--- src/rtl/cfg_mgmt_target.sv ---
// cfg_mgmt responder: single-outstanding read/write access to a local dword
// register file, with a programmable completion latency, access counters and a sticky error flag.
module cfg_mgmt_target #(
   parameter int unsigned DEPTH   = 64,
   parameter int unsigned RSP_LAT = 3,
   parameter logic [31:0] INIT_00 = 32'h0000_1172,
   parameter logic [31:0] INIT_3C = 32'h0000_01FF
) (
   input  logic        usr_clk,
   input  logic        usr_rst,
   input  logic [18:0] cfg_mgmt_addr_i,
   input  logic        cfg_mgmt_write_i,
   input  logic [31:0] cfg_mgmt_write_data_i,
   input  logic [3:0]  cfg_mgmt_byte_enable_i,
   input  logic        cfg_mgmt_read_i,
   input  logic        cfg_mgmt_type1_cfg_reg_access_i,
   output logic [31:0] cfg_mgmt_read_data_o,
   output logic        cfg_mgmt_read_write_done_o,
   output logic [15:0] rd_cnt_o,
   output logic [15:0] wr_cnt_o,
   output logic        proto_err_o
);

   localparam int unsigned AW = $clog2(DEPTH);
   localparam int unsigned IW = 17;
   localparam int unsigned LW = 4;

   typedef enum logic [1:0] {IDLE, WAIT, DONE, HOLD} state_t;

   typedef struct packed {
      logic [IW-1:0] idx;
      logic [31:0]   data;
      logic [3:0]    be;
      logic          rd;
      logic          type1;
   } req_t;

   state_t        state_q, state_d;
   logic [LW-1:0] lat_q, lat_d;
   req_t          req_q, req_in_c, acc_c;
   logic [31:0]   regs [DEPTH];
   logic          any_req_c, enter_done_c, in_range_c, wr_commit_c;
   logic [31:0]   rd_val_c, wmask_c;
   logic          unused_addr_lsb;

   assign unused_addr_lsb = ^cfg_mgmt_addr_i[1:0];
   assign any_req_c       = cfg_mgmt_read_i | cfg_mgmt_write_i;

   // Byte lanes the register map allows software to change
   function automatic logic [31:0] map_mask_f(input logic [IW-1:0] idx);
      if (idx >= IW'(16))      return '1;
      else if (idx == IW'(1))  return 32'h0000_FFFF;
      else if (idx == IW'(15)) return 32'h0000_00FF;
      else                     return '0;
   endfunction

   // Next state; with RSP_LAT=1 the access completes straight from IDLE, so the live request is used
   always_comb begin
      state_d = state_q;
      lat_d   = lat_q;
      req_in_c.idx   = cfg_mgmt_addr_i[18:2];
      req_in_c.data  = cfg_mgmt_write_data_i;
      req_in_c.be    = cfg_mgmt_byte_enable_i;
      req_in_c.rd    = cfg_mgmt_read_i;
      req_in_c.type1 = cfg_mgmt_type1_cfg_reg_access_i;
      acc_c = (state_q == IDLE) ? req_in_c : req_q;
      case (state_q)
         IDLE: begin
            if (any_req_c) begin
               lat_d   = LW'(RSP_LAT - 1);
               state_d = (RSP_LAT == 1) ? DONE : WAIT;
            end
         end
         WAIT: begin
            if (!(req_q.rd ? cfg_mgmt_read_i : cfg_mgmt_write_i)) state_d = IDLE;
            else if (lat_q == '0)                                  state_d = DONE;
            else                                                   lat_d   = lat_q - LW'(1);
         end
         DONE:    state_d = HOLD;
         HOLD:    if (!any_req_c) state_d = IDLE;
         default: state_d = IDLE;
      endcase
   end

   assign enter_done_c = (state_d == DONE);
   assign in_range_c   = (acc_c.idx < IW'(DEPTH));
   assign rd_val_c     = (in_range_c && !acc_c.type1) ? regs[acc_c.idx[AW-1:0]] : '0;
   assign wr_commit_c  = enter_done_c && !acc_c.rd && in_range_c && !acc_c.type1;
   assign wmask_c      = map_mask_f(acc_c.idx) &
                         {{8{acc_c.be[3]}}, {8{acc_c.be[2]}}, {8{acc_c.be[1]}}, {8{acc_c.be[0]}}};

   // Control state, completion outputs and counters
   always_ff @(posedge usr_clk or posedge usr_rst) begin
      if (usr_rst) begin
         state_q                    <= IDLE;
         lat_q                      <= '0;
         req_q                      <= '0;
         cfg_mgmt_read_data_o       <= '0;
         cfg_mgmt_read_write_done_o <= 1'b0;
         rd_cnt_o                   <= '0;
         wr_cnt_o                   <= '0;
         proto_err_o                <= 1'b0;
      end else begin
         state_q                    <= state_d;
         lat_q                      <= lat_d;
         cfg_mgmt_read_write_done_o <= enter_done_c;
         if (state_q == IDLE && any_req_c) req_q <= req_in_c;
         if (state_q == IDLE && cfg_mgmt_read_i && cfg_mgmt_write_i) proto_err_o <= 1'b1;
         if (enter_done_c) begin
            if (acc_c.rd) begin
               cfg_mgmt_read_data_o <= rd_val_c;
               rd_cnt_o             <= rd_cnt_o + 16'd1;
            end else begin
               wr_cnt_o <= wr_cnt_o + 16'd1;
               if (acc_c.type1) proto_err_o <= 1'b1;
            end
         end
      end
   end

   // Register file with masked byte-lane commit
   always_ff @(posedge usr_clk or posedge usr_rst) begin
      if (usr_rst) begin
         for (int unsigned i = 0; i < DEPTH; i++)
            regs[AW'(i)] <= (i == 0) ? INIT_00 : (i == 15) ? INIT_3C : '0;
      end else if (wr_commit_c) begin
         regs[acc_c.idx[AW-1:0]] <= (regs[acc_c.idx[AW-1:0]] & ~wmask_c) | (acc_c.data & wmask_c);
      end
   end

endmodule
--- config.mk ---
export PLATFORM = sky130hd
export DESIGN_NAME = cfg_mgmt_target
export DESIGN_NICKNAME = d
export VERILOG_FILES = /design/src/rtl/cfg_mgmt_target.sv
export SDC_FILE = /design/constraint.sdc
export NUM_CORES = 2
export LEC_CHECK = 0
export CORE_ASPECT_RATIO = 0.5
export CORE_UTILIZATION = 35
export DETAILED_ROUTE_END_ITERATION = 10
export GPL_TIMING_DRIVEN = 1
export MAX_ROUTING_LAYER = met4
export SLEW_MARGIN = 5
export SYNTH_ARGS = -nofsm -noshare
export SYNTH_HDL_FRONTEND = slang
export SYNTH_SLANG_ARGS = --single-unit
--- constraint.sdc ---
create_clock -name usr_clk -period 172.3 [get_ports usr_clk]
set_input_delay 25.845 -clock usr_clk [delete_from_list [all_inputs] [get_ports usr_clk]]
set_output_delay 25.845 -clock usr_clk [all_outputs]
set_load 0.1 [all_outputs]
== Word level (Yosys, flattened, before mapping) ==
Cells that the tools add are included.

* Add/subtract/negate cells: 3
* Multipliers: 0
* Divide/modulo/power cells: 0
* $lt $le $gt $ge: 4
* Equal/unequal tests: 9
* Shift operators: 0
* Mux-type cells: 25
* Bitwise logic cells: 8
* Reductions and logical operators: 16

{| class="wikitable"
|+ Operators by type and width
! cell !! count
|-
| bitwise mux 2048 bit || 1
|-
| binary-select mux 32 bit (select 6 bit) || 1
|-
| demux 32 bit (select 6 bit) || 1
|-
| 2-to-1 mux 32 bit || 5
|-
| AND 32 bit || 3
|-
| 2-to-1 mux 55 bit || 1
|-
| adder 16 x 1 -> 16 bit, second input constant || 2
|-
| inverter 32 bit || 1
|-
| bitwise OR 32 bit || 1
|-
| equality test 17 x 1 -> 1 bit, second input constant || 1
|-
| equality test 17 x 4 -> 1 bit, second input constant || 1
|-
| >= comparator 17 x 5 -> 1 bit, second input constant || 1
|-
| less-than comparator 17 x 7 -> 1 bit, second input constant || 1
|-
| 2-to-1 mux 16 bit || 1
|-
| 2-to-1 mux 4 bit || 3
|-
| logical AND 1 bit || 8
|-
| 2-to-1 mux 2 bit || 4
|-
| 2-to-1 mux 8 bit || 1
|-
| case mux 2 bit (4 select lines) || 1
|-
| case mux 4 bit (2 select lines) || 1
|-
| >= comparator 7 bit, second input constant || 1
|-
| less-than comparator 7 x 1 -> 1 bit, second input constant || 1
|-
| inverter 6 -> 7 bit || 1
|-
| equality test 2 bit, second input constant || 3
|-
| 12 further kinds || 20
|}

* Register bits: 2175
* Bits in latches: 0
* Memory bits (writable): 0
* ROM bits: 0
* Input port bits: 60
* Output and inout port bits: 66
* Word-level logic and storage cells: 141
* Memories: 0

== Logic depth before layout (Yosys ltp) ==
* Word-level depth: 11
* Depth in mapped cells: 15

== Worst setup path after synthesis ==
Ideal clock, no wire load.

* Path type: input to register
* Start point: input cfg_mgmt_addr_i[2]
* End point: register regs[895] (netlist bit)
* Library setup time: 0.130 ns
* Arrival time: 28.175 ns
* Setup slack: 143.995 ns
* Stages: 14
* Path through: clkbuf_1 -> or3b_1 -> and2_1 -> buf_2 -> buf_4 -> buf_2 -> nand2_1 -> a32oi_1 -> a31oi_1 -> nor4b_4 -> a31oi_1 -> buf_4 -> buf_6 -> mux2i_1

* Cells in the longest elaborated chain, start to end: 8
* Elaborated cells on any way between the ends: 21
* Those cells by class: 4 x order compare; 8 x mux; 6 x bitwise; 3 x reduce/logical

{| class="wikitable"
|+ RTL lines
! what !! RTL line !! RTL
|-
| start, declared || 11 || <nowiki>input logic [18:0] cfg_mgmt_addr_i,</nowiki>
|-
| 2-to-1 mux 55 bit (*) || 66 || <nowiki>acc_c = (state_q == IDLE) ? req_in_c : req_q;</nowiki>
|-
| >= comparator 17 x 5 -> 1 bit or inverter 6 -> 7 bit (tied branches) || 51, 127 ||
|-
| 2-to-1 mux 32 bit or binary-select mux 32 bit (select 6 bit) (tied branches) || 51, 127 ||
|-
| AND 32 bit or 2-to-1 mux 32 bit (tied branches) || 89, 127 ||
|-
| inverter 32 bit or 2-to-1 mux 32 bit (tied branches) || 127 || <nowiki>regs[acc_c.idx[AW-1:0]] <= (regs[acc_c.idx[AW-1:0]] & ~wmask_c) | (acc_c.data & wmask_c);</nowiki>
|-
| AND 32 bit || 127 ||
|-
| bitwise OR 32 bit || 127 ||
|-
| bitwise mux 2048 bit || 127 ||
|-
| end signal, assigned by index || 125 || <nowiki>regs[AW'(i)] <= (i == 0) ? INIT_00 : (i == 15) ? INIT_3C : '0;</nowiki>
|-
| end signal, assigned by index || 127 ||
|-
| end, declared || 41 || <nowiki>logic [31:0] regs [DEPTH];</nowiki>
|}

Every way passes the cells marked *; elsewhere a longest branch is shown, timed or not. The select of a mux whose other input is x is not followed.
A chain may end at the register's enable or synchronous reset.

== Worst setup path after layout ==
* Start point: input cfg_mgmt_addr_i[3]
* End point: register regs[1184] (netlist bit)

* Cells in the longest elaborated chain, start to end: 10
* Elaborated cells on any way between the ends: 25
* Those cells by class: 4 x order compare; 2 x eq/ne; 10 x mux; 6 x bitwise; 3 x reduce/logical

{| class="wikitable"
|+ RTL lines
! what !! RTL line
|-
| 2-to-1 mux 55 bit (*) || 66
|-
| branches (longest 9 deep; another with >= comparator 17 x 5 -> 1 bit) || --
|}

Every way passes the cells marked *. The select of a mux whose other input is x is not followed.

==> impl_metrics.env <==
export IMPL_die_y_um=362
export IMPL_grt_max_degree=177
export IMPL_min_to="regs[1544]$_DFFE_PP1P_"
export IMPL_hold_viol_final=0
export IMPL_wire_per_inst_um=25.4
export IMPL_finalPower_mw=1.76
export IMPL_r2r_start="state_q[1]$_DFF_PP0_"
export IMPL_numClockSinks=2175
export IMPL_ant_nets=0
export IMPL_fp_dieW_um=722
export IMPL_r2r_slack_ps=165480
export IMPL_routabilityCongestion=0.825
export IMPL_fin_util_pct=38.9
export IMPL_cts_buffers=204
export IMPL_synth_enable_flop_cells=0
export IMPL_num_vias=68168
export IMPL_relSlewSlack_pct=17.6
export IMPL_cts_tree="done"
export IMPL_path_clk_slew_ps=70
export IMPL_crit_arrival_ps=32990
export IMPL_slew_violations=0
export IMPL_drive_gt1_share_pct=8.45
export IMPL_p_leak_nw=42.8
export IMPL_design_die_area_um2=261000
export IMPL_finalInstanceArea_um2=99600
export IMPL_ys_flop_type="dfrtp_1"
export IMPL_critPathCaptureType="flip-flop"
export IMPL_start_util_pct=35.4
export IMPL_tightest_slew_ps=1230
export IMPL_fmax_ghz=0.0310
export IMPL_fillers=24961
export IMPL_r2r_end="regs[1184]$_DFFE_PP0P_"
export IMPL_grt_usage_pct=23.2
export IMPL_multiInputGateArea_um2=30800
export IMPL_grt_pass1_wl_mm=448
export IMPL_rsz0062_at_grt="no"
export IMPL_io_pins=126
export IMPL_crit_type="in2reg"
export IMPL_postCtsSetupRepairBufs=0
export IMPL_first_pass_iters=6
export IMPL_cp_max_fo=114
export IMPL_ys_ff_latch=2175
export IMPL_post_cts_resized=0
export IMPL_grt_overflow=0
export IMPL_yosysWarningCount=0
export IMPL_skew_ps=32.4
export IMPL_fin_crit_ps=32250
export IMPL_synth_cell_types=71
export IMPL_synth_yosys_seq_area_share_pct=60.1
export IMPL_drc=0
export IMPL_syn_nets=9082
export IMPL_h_tree_depth=4
export IMPL_drv_cap=0
export IMPL_hold_buffers=0
export IMPL_port_buffers=123
export IMPL_status="finished, final reports clean"
export IMPL_cts_root_buf="clkbuf_16"
export IMPL_cts_buffer_depth=3
export IMPL_synthArstFlopShare_pct=100
export IMPL_min_path_type="reg2reg"
export IMPL_hpwl_mm=155
export IMPL_worstSetupStartpointType="primary input"
export IMPL_num_rows=131
export IMPL_final_cell_mix="dfrtp_1 (2160), nand2_1 (1710), o21ai_0 (1404), a221oi_1 (732), clkbuf_16 (210)"
export IMPL_final_common_cell="dfrtp_1"
export IMPL_viasPerCell=5.80
export IMPL_regArea_um2=54400
export IMPL_placed_cell_area_um2=92800
export IMPL_finalCritPeriodShare_pct=18.7
export IMPL_fin_nets=8204
export IMPL_ff2ff_path_depth=14
export IMPL_whs_path_depth=0
export IMPL_synth_area_um2=90600
export IMPL_antenna_found_initial=5
export IMPL_powerDensity_nw_per_um2=17.6
export IMPL_peakVddDrop_v=0.0000191
export IMPL_clk_latency_ps=850
export IMPL_synth_cells=9018
export IMPL_syn_mean_instance_area_um2=10.1
export IMPL_core_um2=256000
export IMPL_grt_pass1_vias=66468
export IMPL_fin_tns_setup_ps=0
export IMPL_worstHoldStart="regs[1544]$_DFFE_PP1P_"
export IMPL_setup_viol=0
export IMPL_worst_ep_required_time_ps=173040
export IMPL_area_growth_pct=9.88
export IMPL_drt_iter0_drc=7734
export IMPL_finalWirelength_mm=299
## metal layers
layer  track usage, %  up-vias  routed length (µm)
met3             4.16      565               22900
met2             35.0     2782              133000
li1                 -    30277                   -
met1             31.7    34544              132000
met4             7.70        0               11000
met5                -        -                   0
## cell usage after synthesis, drive strengths merged (50+ instances only)
cell     count  area [µm²]
clkbuf    1174        4460
a2111oi    113         996
o22ai      135         845
nand3       71         355
mux2        58         653
dfrtp     2160       54100
o31ai       59         463
o21ai     1518        7630
a21oi       59         303
nor2       116         450
buf        213        1130
o211ai     114         856
inv        125         469
nand2     1761        6610
a32oi      121        1060
a31oi      138         863
nand4       50         313
a221oi     732        6410
a22oi      129         968
## power breakdown
group | total [mW] | internal, mW | leakage, nW | switching [mW]
sequential | 0.534 | 0.524 | 30.0 | 0.00980
combinational | 0.759 | 0.159 | 9.41 | 0.600
clock | 0.463 | 0.262 | 3.35 | 0.200
total | 1.76 | 0.946 | 42.8 | 0.810
## logic make-up (layout without fill, tap and decap cells)
kind of cell    Yosys count  count (layout)  share of synthesized area, %
simple gates           2061            2061                          9.04
xor+xnor                 32              32                         0.309
flops                  2175            2175                          60.1
fa+ha+maj                 4               4                        0.0552
other cells               0               3                             0
mux                      78              78                         0.942
compound gates         3156            3156                          22.9
buf+inv                1512             792                          6.69
## sequential cells by signal, summed over array words and instances, names as in the netlist
signal and count:
regs 2048, wr_cnt_o 16, proto_err_o 1, cfg_mgmt_read_data_o 32
rd_cnt_o 16, cfg_mgmt_read_write_done_o 1, state_q 2, lat_q 4
req_q 55
## worst max-delay path, stage by stage
cell and delay [ps]:
clkdlybuf4s50_1 790, nor3b_4 310, buf_12 580, or2_4 630, buf_4 630, buf_4 550
buf_4 820, buf_4 790, a31oi_1 200, o211ai_1 150, a22oi_1 230, nand4_1 470
o21ai_4 100, buf_4 290, o21ai_0 270
## how the worst max path moves through the flow
| stage | startpoint | to | slack (ps) | depth (start not counted) |
|---|---|---|---|---|
| after global routing | cfg_mgmt_addr_i[3] | regs[1184]$_DFFE_PP0P_ | 140070 | 15 |
| after detailed placement | cfg_mgmt_addr_i[3] | regs[1184]$_DFFE_PP0P_ | 139470 | 15 |
| after floorplan | usr_rst | cfg_mgmt_read_data_o[0]$_DFFE_PP0P_ | 85030 | 1 |
| final | cfg_mgmt_addr_i[3] | regs[1184]$_DFFE_PP0P_ | 140050 | 15 |
| after CTS | cfg_mgmt_addr_i[3] | regs[1184]$_DFFE_PP0P_ | 140340 | 15 |
| after global placement | cfg_mgmt_addr_i[3] | regs[1024]$_DFFE_PP0P_ | 139480 | 15 |
## stage by stage
stage / hold slack [ps] / cells / setup slack [ps]
5_1_grt: 371 / 11759 / 140070
2_1_floorplan: 428 / 9018 / 85030
4_1_cts: 368 / 11756 / 140340
3_3_place_gp: 357 / 11392 / 139480
3_5_place_dp: 358 / 11392 / 139470
6_report: 366 / 11759 / 140050
## final cells by class
class                   instances  area share, %
diodes                          3        0.00754
clock buffers                 309           6.16
clock inverters                55          0.643
inverters                     125          0.479
multi-input cells            5331           30.9
flip-flops and latches       2175           54.7
well taps                    3458           4.34
repair buffers                303           2.76
Power figures use the tool's default switching activity.
